--- src/rtl/sig_cond_pkg.sv ---
// Shared types and defaults for the sig_cond measurement front end.
package sig_cond_pkg;

    localparam int DEF_N_CH        = 2;
    localparam int DEF_SYNC_STAGES = 2;
    localparam int DEF_FILT_LEN    = 3;
    localparam int DEF_CNT_W       = 24;

    typedef enum logic [1:0] {
        IDLE    = 2'd0,
        ARM     = 2'd1,
        OPEN    = 2'd2,
        CLOSING = 2'd3
    } gate_state_t;

    // Channel-select width; never narrower than one bit.
    function automatic int sel_width(input int n_ch);
        return (n_ch > 2) ? $clog2(n_ch) : 1;
    endfunction

endpackage

--- src/rtl/sig_cond_ch.sv ---
// One input channel: synchroniser chain, level-acceptance filter, rising-edge pulse.
module sig_cond_ch
    import sig_cond_pkg::*;
#(
    parameter int SYNC_STAGES = DEF_SYNC_STAGES,
    parameter int FILT_LEN    = DEF_FILT_LEN
) (
    input  logic clk,
    input  logic rst_n,
    input  logic sig_i,
    output logic lvl_o,
    output logic rise_o
);

    localparam int              FC_W    = (FILT_LEN > 2) ? $clog2(FILT_LEN) : 1;
    localparam logic [FC_W-1:0] FC_LAST = FC_W'(FILT_LEN - 1);

    logic [SYNC_STAGES-1:0] sync_q;
    logic [FC_W-1:0]        fcnt_q, fcnt_d;
    logic                   lvl_q, lvl_d;
    logic                   lvl_prev_q;
    logic                   s;

    assign s = sync_q[SYNC_STAGES-1];

    // A new level is accepted only after FILT_LEN consecutive disagreeing samples.
    always_comb begin
        fcnt_d = '0;
        lvl_d  = lvl_q;
        if (s != lvl_q) begin
            if (fcnt_q == FC_LAST) begin
                lvl_d = ~lvl_q;
            end else begin
                fcnt_d = fcnt_q + 1'b1;
            end
        end
    end

    always_ff @(posedge clk or negedge rst_n) begin
        if (!rst_n) begin
            sync_q     <= '0;
            fcnt_q     <= '0;
            lvl_q      <= 1'b0;
            lvl_prev_q <= 1'b0;
        end else begin
            sync_q     <= {sync_q[SYNC_STAGES-2:0], sig_i};
            fcnt_q     <= fcnt_d;
            lvl_q      <= lvl_d;
            lvl_prev_q <= lvl_q;
        end
    end

    assign lvl_o  = lvl_q;
    assign rise_o = lvl_q & ~lvl_prev_q;

endmodule

--- src/rtl/sig_cond_gate.sv ---
// N-channel conditioning front end: filtered levels, edge pulses, XOR phase output
// and a gate FSM that opens/closes the counter enable on reference-channel edges.
//
// state   | meaning
// IDLE    | no window, waiting for o_en
// ARM     | o_en seen, waiting for first reference edge
// OPEN    | window running, counting reference periods
// CLOSING | o_en dropped, window ends on next reference edge
module sig_cond_gate
    import sig_cond_pkg::*;
#(
    parameter  int N_CH        = DEF_N_CH,
    parameter  int SYNC_STAGES = DEF_SYNC_STAGES,
    parameter  int FILT_LEN    = DEF_FILT_LEN,
    parameter  int CNT_W       = DEF_CNT_W,
    localparam int SEL_W       = sel_width(N_CH)
) (
    input  logic             clk,
    input  logic             rst_n,
    input  logic [N_CH-1:0]  sig_in,
    input  logic [SEL_W-1:0] sel_a,
    input  logic [SEL_W-1:0] sel_b,
    input  logic             o_en,
    output logic [N_CH-1:0]  ch_out,
    output logic [N_CH-1:0]  rise,
    output logic             q,
    output logic             cnt_en,
    output logic             gate_done,
    output logic [CNT_W-1:0] n_ref
);

    localparam logic [CNT_W-1:0] CNT_MAX = '1;

    logic [N_CH-1:0]  lvl;
    logic [N_CH-1:0]  rise_w;
    logic             q_q;
    gate_state_t      state_q, state_d;
    logic [SEL_W-1:0] ref_q, ref_d;
    logic [CNT_W-1:0] pcnt_q, pcnt_d;
    logic [CNT_W-1:0] n_ref_q, n_ref_d;
    logic             done_q, done_d;
    logic             win_close;
    logic             ref_rise;

    for (genvar i = 0; i < N_CH; i++) begin : g_ch
        sig_cond_ch #(
            .SYNC_STAGES(SYNC_STAGES),
            .FILT_LEN   (FILT_LEN)
        ) u_ch (
            .clk   (clk),
            .rst_n (rst_n),
            .sig_i (sig_in[i]),
            .lvl_o (lvl[i]),
            .rise_o(rise_w[i])
        );
    end

    // Out-of-range selects fall back to channel 0.
    function automatic logic [SEL_W-1:0] map_sel(input logic [SEL_W-1:0] s);
        return (int'(s) < N_CH) ? s : '0;
    endfunction

    function automatic logic [CNT_W-1:0] sat_inc(input logic [CNT_W-1:0] v);
        return (v == CNT_MAX) ? v : v + 1'b1;
    endfunction

    assign ref_rise = rise_w[ref_q];

    always_comb begin
        state_d   = state_q;
        ref_d     = ref_q;
        pcnt_d    = pcnt_q;
        n_ref_d   = n_ref_q;
        done_d    = 1'b0;
        win_close = 1'b0;
        case (state_q)
            IDLE: begin
                if (o_en) begin
                    state_d = ARM;
                    ref_d   = map_sel(sel_a);
                end
            end
            ARM: begin
                if (!o_en) begin
                    state_d = IDLE;
                end else if (ref_rise) begin
                    state_d = OPEN;
                    pcnt_d  = '0;
                end
            end
            OPEN: begin
                if (ref_rise && !o_en) begin
                    win_close = 1'b1;
                end else if (ref_rise) begin
                    pcnt_d = sat_inc(pcnt_q);
                end else if (!o_en) begin
                    state_d = CLOSING;
                end
            end
            CLOSING: begin
                if (ref_rise) begin
                    win_close = 1'b1;
                end
            end
            default: state_d = IDLE;
        endcase
        // The closing edge completes the last period, hence the +1.
        if (win_close) begin
            n_ref_d = sat_inc(pcnt_q);
            done_d  = 1'b1;
            state_d = IDLE;
        end
    end

    always_ff @(posedge clk or negedge rst_n) begin
        if (!rst_n) begin
            state_q <= IDLE;
            ref_q   <= '0;
            pcnt_q  <= '0;
            n_ref_q <= '0;
            done_q  <= 1'b0;
            q_q     <= 1'b0;
        end else begin
            state_q <= state_d;
            ref_q   <= ref_d;
            pcnt_q  <= pcnt_d;
            n_ref_q <= n_ref_d;
            done_q  <= done_d;
            q_q     <= lvl[map_sel(sel_a)] ^ lvl[map_sel(sel_b)];
        end
    end

    assign ch_out    = lvl;
    assign rise      = rise_w;
    assign q         = q_q;
    assign cnt_en    = (state_q == OPEN) || (state_q == CLOSING);
    assign gate_done = done_q;
    assign n_ref     = n_ref_q;

endmodule

--- config.mk ---
export PLATFORM = sky130hd
export DESIGN_NAME = sig_cond_gate
export DESIGN_NICKNAME = d
export VERILOG_FILES = /design/src/rtl/sig_cond_pkg.sv /design/src/rtl/sig_cond_ch.sv /design/src/rtl/sig_cond_gate.sv
export SDC_FILE = /design/constraint.sdc
export NUM_CORES = 1
export LEC_CHECK = 0
export ABC_CLOCK_PERIOD_IN_PS = 2050
export CORE_ASPECT_RATIO = 1.2
export CORE_UTILIZATION = 39
export CTS_CLUSTER_SIZE = 10
export DETAILED_ROUTE_END_ITERATION = 8
export DONT_BUFFER_PORTS = 1
export HOLD_SLACK_MARGIN = 0.06
export SKIP_CTS_REPAIR_TIMING = 1
export SLEW_MARGIN = 20
export SYNTH_ARGS = -nofsm -noshare
export SYNTH_HDL_FRONTEND = slang
export SYNTH_SLANG_ARGS = --single-unit
--- constraint.sdc ---
create_clock -name clk -period 2.05 [get_ports clk]
set_input_delay 0.5125 -clock clk [delete_from_list [all_inputs] [get_ports clk]]
set_output_delay 0.5125 -clock clk [all_outputs]
set_load 0.02 [all_outputs]
# After elaboration in Yosys (flattened, before gate mapping)
# Index checks and enable logic that the tools add are counted.
[totals] ff_bits=65 inputBits=7
[classes] addsub=3 n_lt_le_gt_ge=3 eq_ne=17 n_mux=28 bitwise_logic=7 n_reduce_logical=11
[ops] operator="2-to-1 mux 24 bit" count=5
[ops] operator="one-hot mux 24 bit (2 select lines)" count=1
[ops] operator="adder 24 x 1 -> 24 bit, second input constant" count=1
[ops] operator="equality test 24 bit, second input constant" count=1
[ops] operator="2-to-1 mux 2 bit" count=11
[ops] operator="inequality test 3 bit, second input constant" count=4
[ops] operator="2-to-1 mux 1 bit" count=9
[ops] operator="equality test 2 bit, second input constant" count=4
[ops] operator="inequality test 2 bit, second input constant" count=4
[ops] operator="less-than comparator 1 x 2 -> 1 bit, second input constant" count=3
[ops] operator="one-hot mux 2 bit (3 select lines)" count=1
[ops] operator="AND reduction 2 bit" count=3
[ops] operator="AND reduction 6 bit" count=1
[ops] operator="AND reduction 5 bit" count=1
[ops] operator="adder 2 x 1 -> 2 bit, second input constant" count=2
[ops] operator="inequality test 4 bit, second input constant" count=1
[ops] operator="NOT 1 bit" count=4
[ops] operator="nonzero test 4 bit" count=1
[ops] operator="bitwise AND 1 bit" count=2
[ops] operator="equality test 2 x 1 -> 1 bit, second input constant" count=1
[ops] operator="logical NOT 2 bit" count=1
[ops] operator="inequality test 1 bit" count=2
[ops] operator="one-hot mux 1 bit (2 select lines)" count=1
[ops] operator="nonzero test 2 bit" count=1
[ops] operator="4 further kinds" count=4

# Logic depth before layout (Yosys ltp)
# Gate-level depths: netlist of run 1.
[depth] ltp_word=9 depth_mapped=8

# By module
# Synthesis of run 1 repeated with hierarchy kept, for this count alone.
[unflattened] cells_unflattened=332 hier_area_um2=3320.7
[modules_own_cells] module="sig_cond_gate" instances=1 cells_each=308 area_each_um2=2897.8 seq_area_each_um2=1326.3
[modules_own_cells] module="sig_cond_ch" instances=2 cells_each=12 area_each_um2=211.5 seq_area_each_um2=150.1

# Worst setup path after synthesis of run 1
# Ideal clock, no wire load.
[synth_path] path_kind="register to register" start="register pcnt_q[0]" end="register n_ref_q[5], in the netlist n_ref[5]" t_arrival_ns=2.039 t_required_ns=1.916 slack_ns=-0.124 stages_incl_launch_ff=9 period_less_slack_ns=2.174 cell_sequence="dfrtp_1 -> ha_1 -> nand4_4 -> or4_1 -> clkbuf_1 -> o21ai_2 -> buf_4 -> xor2_1 -> o21ai_0"
[synth_via] elab_chain_cells=2
[synth_lines] element="start, declared" line="sig_cond_gate.sv:39" source="logic [CNT_W-1:0] pcnt_q, pcnt_d;"
[synth_lines] element="start signal, assigned" line="sig_cond_gate.sv:126" source="pcnt_q <= pcnt_d;"
[synth_lines] element="adder 24 x 1 -> 24 bit or equality test 24 bit (tied branches)" line="sig_cond_gate.sv:64" source="return (v == CNT_MAX) ? v : v + 1'b1;"
[synth_lines] element="2-to-1 mux 24 bit *" line="sig_cond_gate.sv:64"
[synth_lines] element="end signal, assigned" line="sig_cond_gate.sv:127" source="n_ref_q <= n_ref_d;"
[synth_lines] element="end, declared" line="sig_cond_gate.sv:40" source="logic [CNT_W-1:0] n_ref_q, n_ref_d;"
# Mark *: on every way between the ends. The rest lies on a longest branch, timed or not.
# A chain may end at the register's enable or synchronous reset.

# Final worst setup path of run 1
[layout_path] start="register state_q[0]" end="output cnt_en"
[layout_via] elab_chain_cells=2
[layout_lines] element="start, declared" line="sig_cond_gate.sv:37" source="gate_state_t state_q, state_d;"
[layout_lines] element="start signal, assigned" line="sig_cond_gate.sv:124" source="state_q <= state_d;"
[layout_lines] element="equality test 2 bit" line="sig_cond_gate.sv:136" source="assign cnt_en = (state_q == OPEN) || (state_q == CLOSING);"
[layout_lines] element="logical OR 1 bit *" line="sig_cond_gate.sv:136"
[layout_lines] element="end, declared" line="sig_cond_gate.sv:27" source="output logic cnt_en,"
# Marks and branches as above.

==> results of run 1 <==
-- through the flow --
stage	hold WS (ns)	worst slack [ns]	power, mW	utilization [%]
3_5_place_dp	0.219	0.0716	3.49	45.2
4_1_cts	-0.167	0.00856	4.81	47.9
6_report	0.188	0.0965	4.83	48.9
2_1_floorplan	0.217	0.0131	3.04	-
3_3_place_gp	0.219	0.0496	3.43	45.2
5_1_grt	0.154	0.000497	5.14	48.9
-- sequential cells by signal, summed over array words and instances, names as in the netlist, 2 cells and up --
signal / cells
n_ref: 24
g_ch.u_ch.fcnt_q: 4
g_ch.u_ch.lvl_prev_q: 2
state_q: 2
g_ch.u_ch.lvl_o: 2
pcnt_q: 24
g_ch.u_ch.sync_q: 4
-- synth_stat cells (all sizes together) (6+ instances only) --
library cell | n | area (µm²)
o21ai | 42 | 218
nor2 | 15 | 56.3
a31oi | 13 | 81.3
nand2 | 46 | 173
nand4 | 10 | 92.6
clkbuf | 15 | 56.3
dfrtp | 65 | 1630
a21oi | 14 | 70.1
or3 | 10 | 62.6
or4 | 8 | 63.8
nor2b | 6 | 37.5
nor3 | 11 | 71.3
nand3 | 20 | 100
o211ai | 8 | 60.1
buf | 10 | 68.8
inv | 16 | 60.1
xnor2 | 19 | 166
-- area by class of cell --
class | instances | area [µm²]
repair buffers | 46 | 418
inverters | 17 | 63.8
multi-input cells | 271 | 1750
clock inverters | 6 | 108
flip-flops and latches | 65 | 1630
clock buffers | 9 | 124
well taps | 117 | 146
fillers | 838 | 4420
-- worst paths after layout --
path,from,end,slack (ns)
setup / recovery,state_q[0],cnt_en,0.1
hold / removal,sig_in[0],g_ch[0].u_ch.sync_q[0],0.19
setup reg to reg,pcnt_q[8],n_ref[16],0.1
hold reg to reg,g_ch[0].u_ch.sync_q[0],g_ch[0].u_ch.sync_q[1],0.35
max in group asynchronous,rst_n,pcnt_q[6],1.05
min in group asynchronous,rst_n,pcnt_q[15],0.72
-- layer usage --
| metal | vias to the layer above | track usage (%) | share of wire (%) |
|---|---|---|---|
| met5 | - | 0 | 0 |
| met4 | 0 | 6.68 | 1.2 |
| met3 | 8 | 6.52 | 5.6 |
| met2 | 64 | 34.4 | 51 |
| met1 | 1409 | 23.7 | 42 |
| li1 | 1415 | - | - |
-- power breakdown --
group / switching [mW] / internal, mW / total (mW)
Clock: 0.508 / 0.796 / 1.30
Combinational: 0.784 / 0.644 / 1.43
Sequential: 0.471 / 1.63 / 2.10
Total: 1.76 / 3.07 / 4.83
-- kinds of logic after synthesis --
kind of cell    Yosys count
flops                    65
fa+ha+maj                 5
compound gates           96
buf+inv                  42
mux                       4
xor+xnor                 23
simple gates            143
==> impl_metrics.py, run 1 <==
metrics = {
    "yosys": {
        "synthSimpleGateAreaFrac_pct": 22.6,
        "synth_top_family_by_area": "simple AND/OR/NAND/NOR gates",
        "synth_seq_cells": 65,
        "syn_area_um2": 3510,
        "syn_inst": 378,
        "async_flop_share_pct": 100,
        "seq_area_frac_synth_pct": 46.3,
        "synth-edff-count": 0,
        "synth-adder-area-share_pct": 1.78,
        "syn_avg_cell_area_um2": 9.29,
        "yosys_warnings": 0,
        "synth_xor_area_share_pct": 5.74,
        "synthMuxAreaShare_pct": 1.25,
        "syn_nets": 390,
        "synth_compound_area_share_pct": 16.9,
        "synthFlopType": "dfrtp_1",
        "synth_cell_types": 52,
    },
    "drt": {
        "vias": 2896,
        "ant_nets": 0,
        "avgRoutedWirePerCell_um": 16.5,
        "first_pass_iters": 5,
        "drc_errors": 0,
        "drt-initial-drc-count": 187,
        "avgViaCountPerCell": 5.45,
        "totalWireLength_um": 8780,
    },
    "clock_tree": {
        "cts_buffer_depth": 2,
        "cts_tree": "yes",
        "insertion_delay_ns": 0.35,
        "htree_levels": 3,
        "cts_root_buf": "clkbuf_8",
        "numCtsBuffers": 9,
        "cts_sinks": 65,
        "clk_pin_slew_worst_paths_ns": 0.07,
    },
    "sta": {
        "min_period_over_period_pct": 95.3,
        "finalClockSkew_ns": 0.00941,
        "rsz0062_at_grt": "false",
        "final_hold_viol_count": 0,
        "slew_headroom_pct": 71.7,
        "period_needed_ns": 1.95,
        "drv_slew": 0,
        "tightestPinTransition_ns": 0.422,
        "setup_tns_ns": 0,
        "setup_viol": 0,
        "fmax_mhz": 512,
    },
    "power": {
        "ir_worst_vdd_v": 0.000570,
        "p_leak_nw": 1.74,
        "powerDensity_nw_per_um2": 1140,
    },
    "placed_design": {
        "numPortBuffers": 0,
        "placed_cells": 510,
        "place_area_um2": 3910,
        "place_congestion": 0.851,
        "dp_hpwl_um": 6290,
    },
    "global_routing": {
        "overflow": 0,
        "grt_pass1_wl_um": 14000,
        "grt_pass1_vias": 2839,
        "antenna_found_initial": 0,
        "grt_max_degree": 66,
        "grt_usage_pct": 20.2,
    },
    "setup_path": {
        "path_buf_inv": 1,
        "crit_required_ns": 1.54,
        "cp.depth": 3,
        "cp-start-kind": "flop",
        "cpPeakStageDelay_ns": 0.41,
        "cpMaxStageDelayCell": "dfrtp_1",
        "path_delay_family": "flip-flops",
        "crit_fanout": 4,
        "cp-end-kind": "output pin",
        "crit_chain": "buf_4, ha_1, or2_4",
        "crit_arrival_ns": 1.44,
        "worst-setup-path-type": "flop to output pin",
        "r2r_cells": 6,
    },
    "finish": {
        "fin_cells": 531,
        "drive_gt1_share_pct": 20.0,
        "final_common_cell": "dfrtp_1",
        "n_antenna_cell": 0,
        "mostFrequentLayoutCells": "dfrtp_1 (63), nand2_1 (46), buf_4 (40), o21ai_0 (31), nand3_1 (20)",
        "areaGrowthSynthToFinish_pct": 20.6,
        "nets": 422,
        "stdcell_area_um2": 4230,
    },
    "floorplanning": {
        "die_w_um": 88.6,
        "start_util_pct": 40.6,
        "ioPinCount": 38,
        "die_area_um2": 9390,
        "std_cell_rows": 37,
        "fp.dieH_um": 106,
        "coreArea_um2": 8660,
    },
    "outcome": {
        "outcome": "completed",
    },
    "hold_path": {
        "min_path_cells": 0,
        "hold_path_class": "input port to flop",
    },
    "run": {
        "max_cap_viol_count": 0,
    },
}
No activity file was read; power rests on OpenSTA's default activity.
==> inputs of run 2 (changes only) <==
DONT_BUFFER_PORTS = unset   (was 1)
GPL_TIMING_DRIVEN = 0   (was unset)
SLEW_MARGIN = 10   (was 20)
==> run 2 against run 1 <==
  * The run now ends with negative setup slack left
  * Final area grew 11%
  * First-iteration DRC count shrank 15%
  * Die area did not move
  * Wire length increased by 4.0%
  * Sequential cell count did not move
  * Sequential power down 7%
  * Maximum frequency decreased by 7.5%
==> impl_metrics.py, run 2 (synthesis gave the netlist of run 1 again) <==
metrics = {
    "global_routing": {
        "grt_max_degree": 44,
        "grt-busiest-layer": "met2",
        "grtUsageMet1_pct": 26.2,
        "antenna_found_initial": 0,
        "grt_pass1_wl_um": 14400,
        "grt_util_met2_pct": 32.4,
        "grt_usage_pct": 20.2,
        "grt_use_met3_pct": 3.49,
        "overflow": 0,
        "grt_pass1_vias": 2952,
    },
    "floorplanning": {
        "die_area_um2": 9390,
        "die_w_um": 88.6,
        "coreArea_um2": 8660,
        "std_cell_rows": 37,
        "ioPinCount": 38,
        "start_util_pct": 40.6,
        "fp.dieH_um": 106,
    },
    "placed_design": {
        "placed_cells": 533,
        "dp_hpwl_um": 6170,
        "place_congestion": 0.902,
        "post-place-ws_ns": -0.647,
        "numPortBuffers": 37,
    },
    "power": {
        "p_int_mw": 3.23,
        "combPwrFrac_pct": 36.9,
        "powerDensity_nw_per_um2": 1080,
        "p_sw_mw": 1.86,
        "p_seq_share_pct": 38.4,
        "sw_frac_of_total_pct": 36.5,
        "clkPwrFrac_pct": 24.6,
        "p_leak_nw": 1.96,
        "ir_worst_vdd_v": 0.000395,
    },
    "finish": {
        "mostFrequentLayoutCells": "dfrtp_1 (55), nand2_1 (45), buf_4 (35), clkdlybuf4s50_1 (31), o21ai_0 (26)",
        "n_antenna_cell": 0,
        "final_common_cell": "dfrtp_1",
        "fin_cells": 575,
        "areaGrowthSynthToFinish_pct": 33.5,
        "nets": 465,
        "drive_gt1_share_pct": 24.9,
    },
    "setup_path": {
        "cpPeakStageDelay_ns": 0.48,
        "crit_arrival_ns": 1.60,
        "crit_required_ns": 1.54,
        "r2r_setup_slack_ns": -0.05,
        "cpMaxStageDelayCell": "dfrtp_1",
        "cp-start-kind": "flop",
        "crit_chain": "ha_1, or2_2, dlymetal6s2s_1",
        "r2r_start": "pcnt_q[1]",
        "r2r_cells": 7,
        "worst-setup-path-type": "flop to output pin",
        "cp-end-kind": "output pin",
        "crit_fanout": 8,
        "r2r_end": "n_ref[11]",
    },
    "clock_tree": {
        "cts_sinks": 65,
        "cts_tree": "yes",
        "numCtsBuffers": 9,
        "clk_pin_slew_worst_paths_ns": 0.07,
        "cts_buffer_depth": 2,
        "insertion_delay_ns": 0.36,
        "htree_levels": 3,
        "cts_root_buf": "clkbuf_8",
    },
    "drt": {
        "totalWireLength_um": 9130,
        "first_pass_iters": 5,
        "ant_nets": 0,
        "drc_errors": 0,
        "avgViaCountPerCell": 5.52,
        "drt-initial-drc-count": 159,
        "vias": 3173,
        "avgRoutedWirePerCell_um": 15.9,
    },
    "sta": {
        "hold_ws_ns": 0.0549,
        "final_hold_viol_count": 0,
        "finalClockSkew_ns": 0.00965,
        "fmax_mhz": 473,
        "min_period_over_period_pct": 103,
        "period_needed_ns": 2.11,
        "timing.final.ws_setup_ns": -0.0625,
        "rsz0062_at_grt": "true",
        "slew_headroom_pct": 67.1,
        "tightestPinTransition_ns": 0.490,
        "setup_viol": 5,
        "drv_slew": 0,
    },
    "outcome": {
        "violations": "negative setup slack",
        "outcome": "complete, but fails checks",
    },
    "hold_path": {
        "hold_path_class": "input port to asynchronous set/reset pin",
    },
    "run": {
        "max_cap_viol_count": 0,
    },
}
run 2: cell type report:
cell class | instances | area (µm²)
fill | 815 | 3970
clock inverter | 7 | 103
inverter | 17 | 63.8
buffer | 19 | 138
clock buffer | 9 | 124
sequential | 65 | 1640
tap | 117 | 146
multi-input combinational | 271 | 1810
timing repair buffer | 70 | 659
run 2: worst max path at each step:
stage | start | endpoint | slack, ns | depth (start not counted)
2_1_floorplan | pcnt_q[1] | n_ref[5] | 0.01 | 8
3_3_place_gp | rst_n | pcnt_q[0] | -2.05 | 1
3_5_place_dp | o_en | pcnt_q[18] | -0.65 | 6
4_1_cts | state_q[0] | cnt_en | -0.61 | 5
5_1_grt | pcnt_q[1] | n_ref[15] | -0.14 | 7
6_report | state_q[1] | cnt_en | -0.06 | 3
run 2: routing by layer:
layer  vias to the layer above  part of all wire, %
li1                       1503                    -
met1                      1549                   44
met2                       103                   49
met3                        18                  4.6
met4                         0                  2.3
met5                         -                    0
run 2: worst max-delay path: cells and delay by family (launching register included):
kind	cells	cell delay, ns
adders and majority gates	1	0.27
buffers and inverters	1	0.21
DFF	1	0.48
and+or+nand+nor	1	0.28
run 2: power by group through the flow:
stage          combinational [mW]  sequential (mW)  clock (mW)
2_1_floorplan               0.970             2.07           0
3_3_place_gp                 1.70             1.97           0
3_5_place_dp                 1.74             1.98           0
4_1_cts                      1.75             1.96        1.28
5_1_grt                      2.06             2.01        1.33
6_report                     1.88             1.95        1.25
run 2: metrics by stage:
stage | TNS, ns | util, % | cell area [µm²] | power, mW
6_report | -0.213 | 54.1 | 4690 | 5.08
5_1_grt | -0.736 | 54.1 | 4690 | 5.40
3_5_place_dp | -17.45 | 47.0 | 4070 | 3.73
4_1_cts | -14.88 | 49.6 | 4290 | 5.00
3_3_place_gp | -133.68 | 46.7 | 4040 | 3.67
2_1_floorplan | 0 | - | 3530 | 3.04
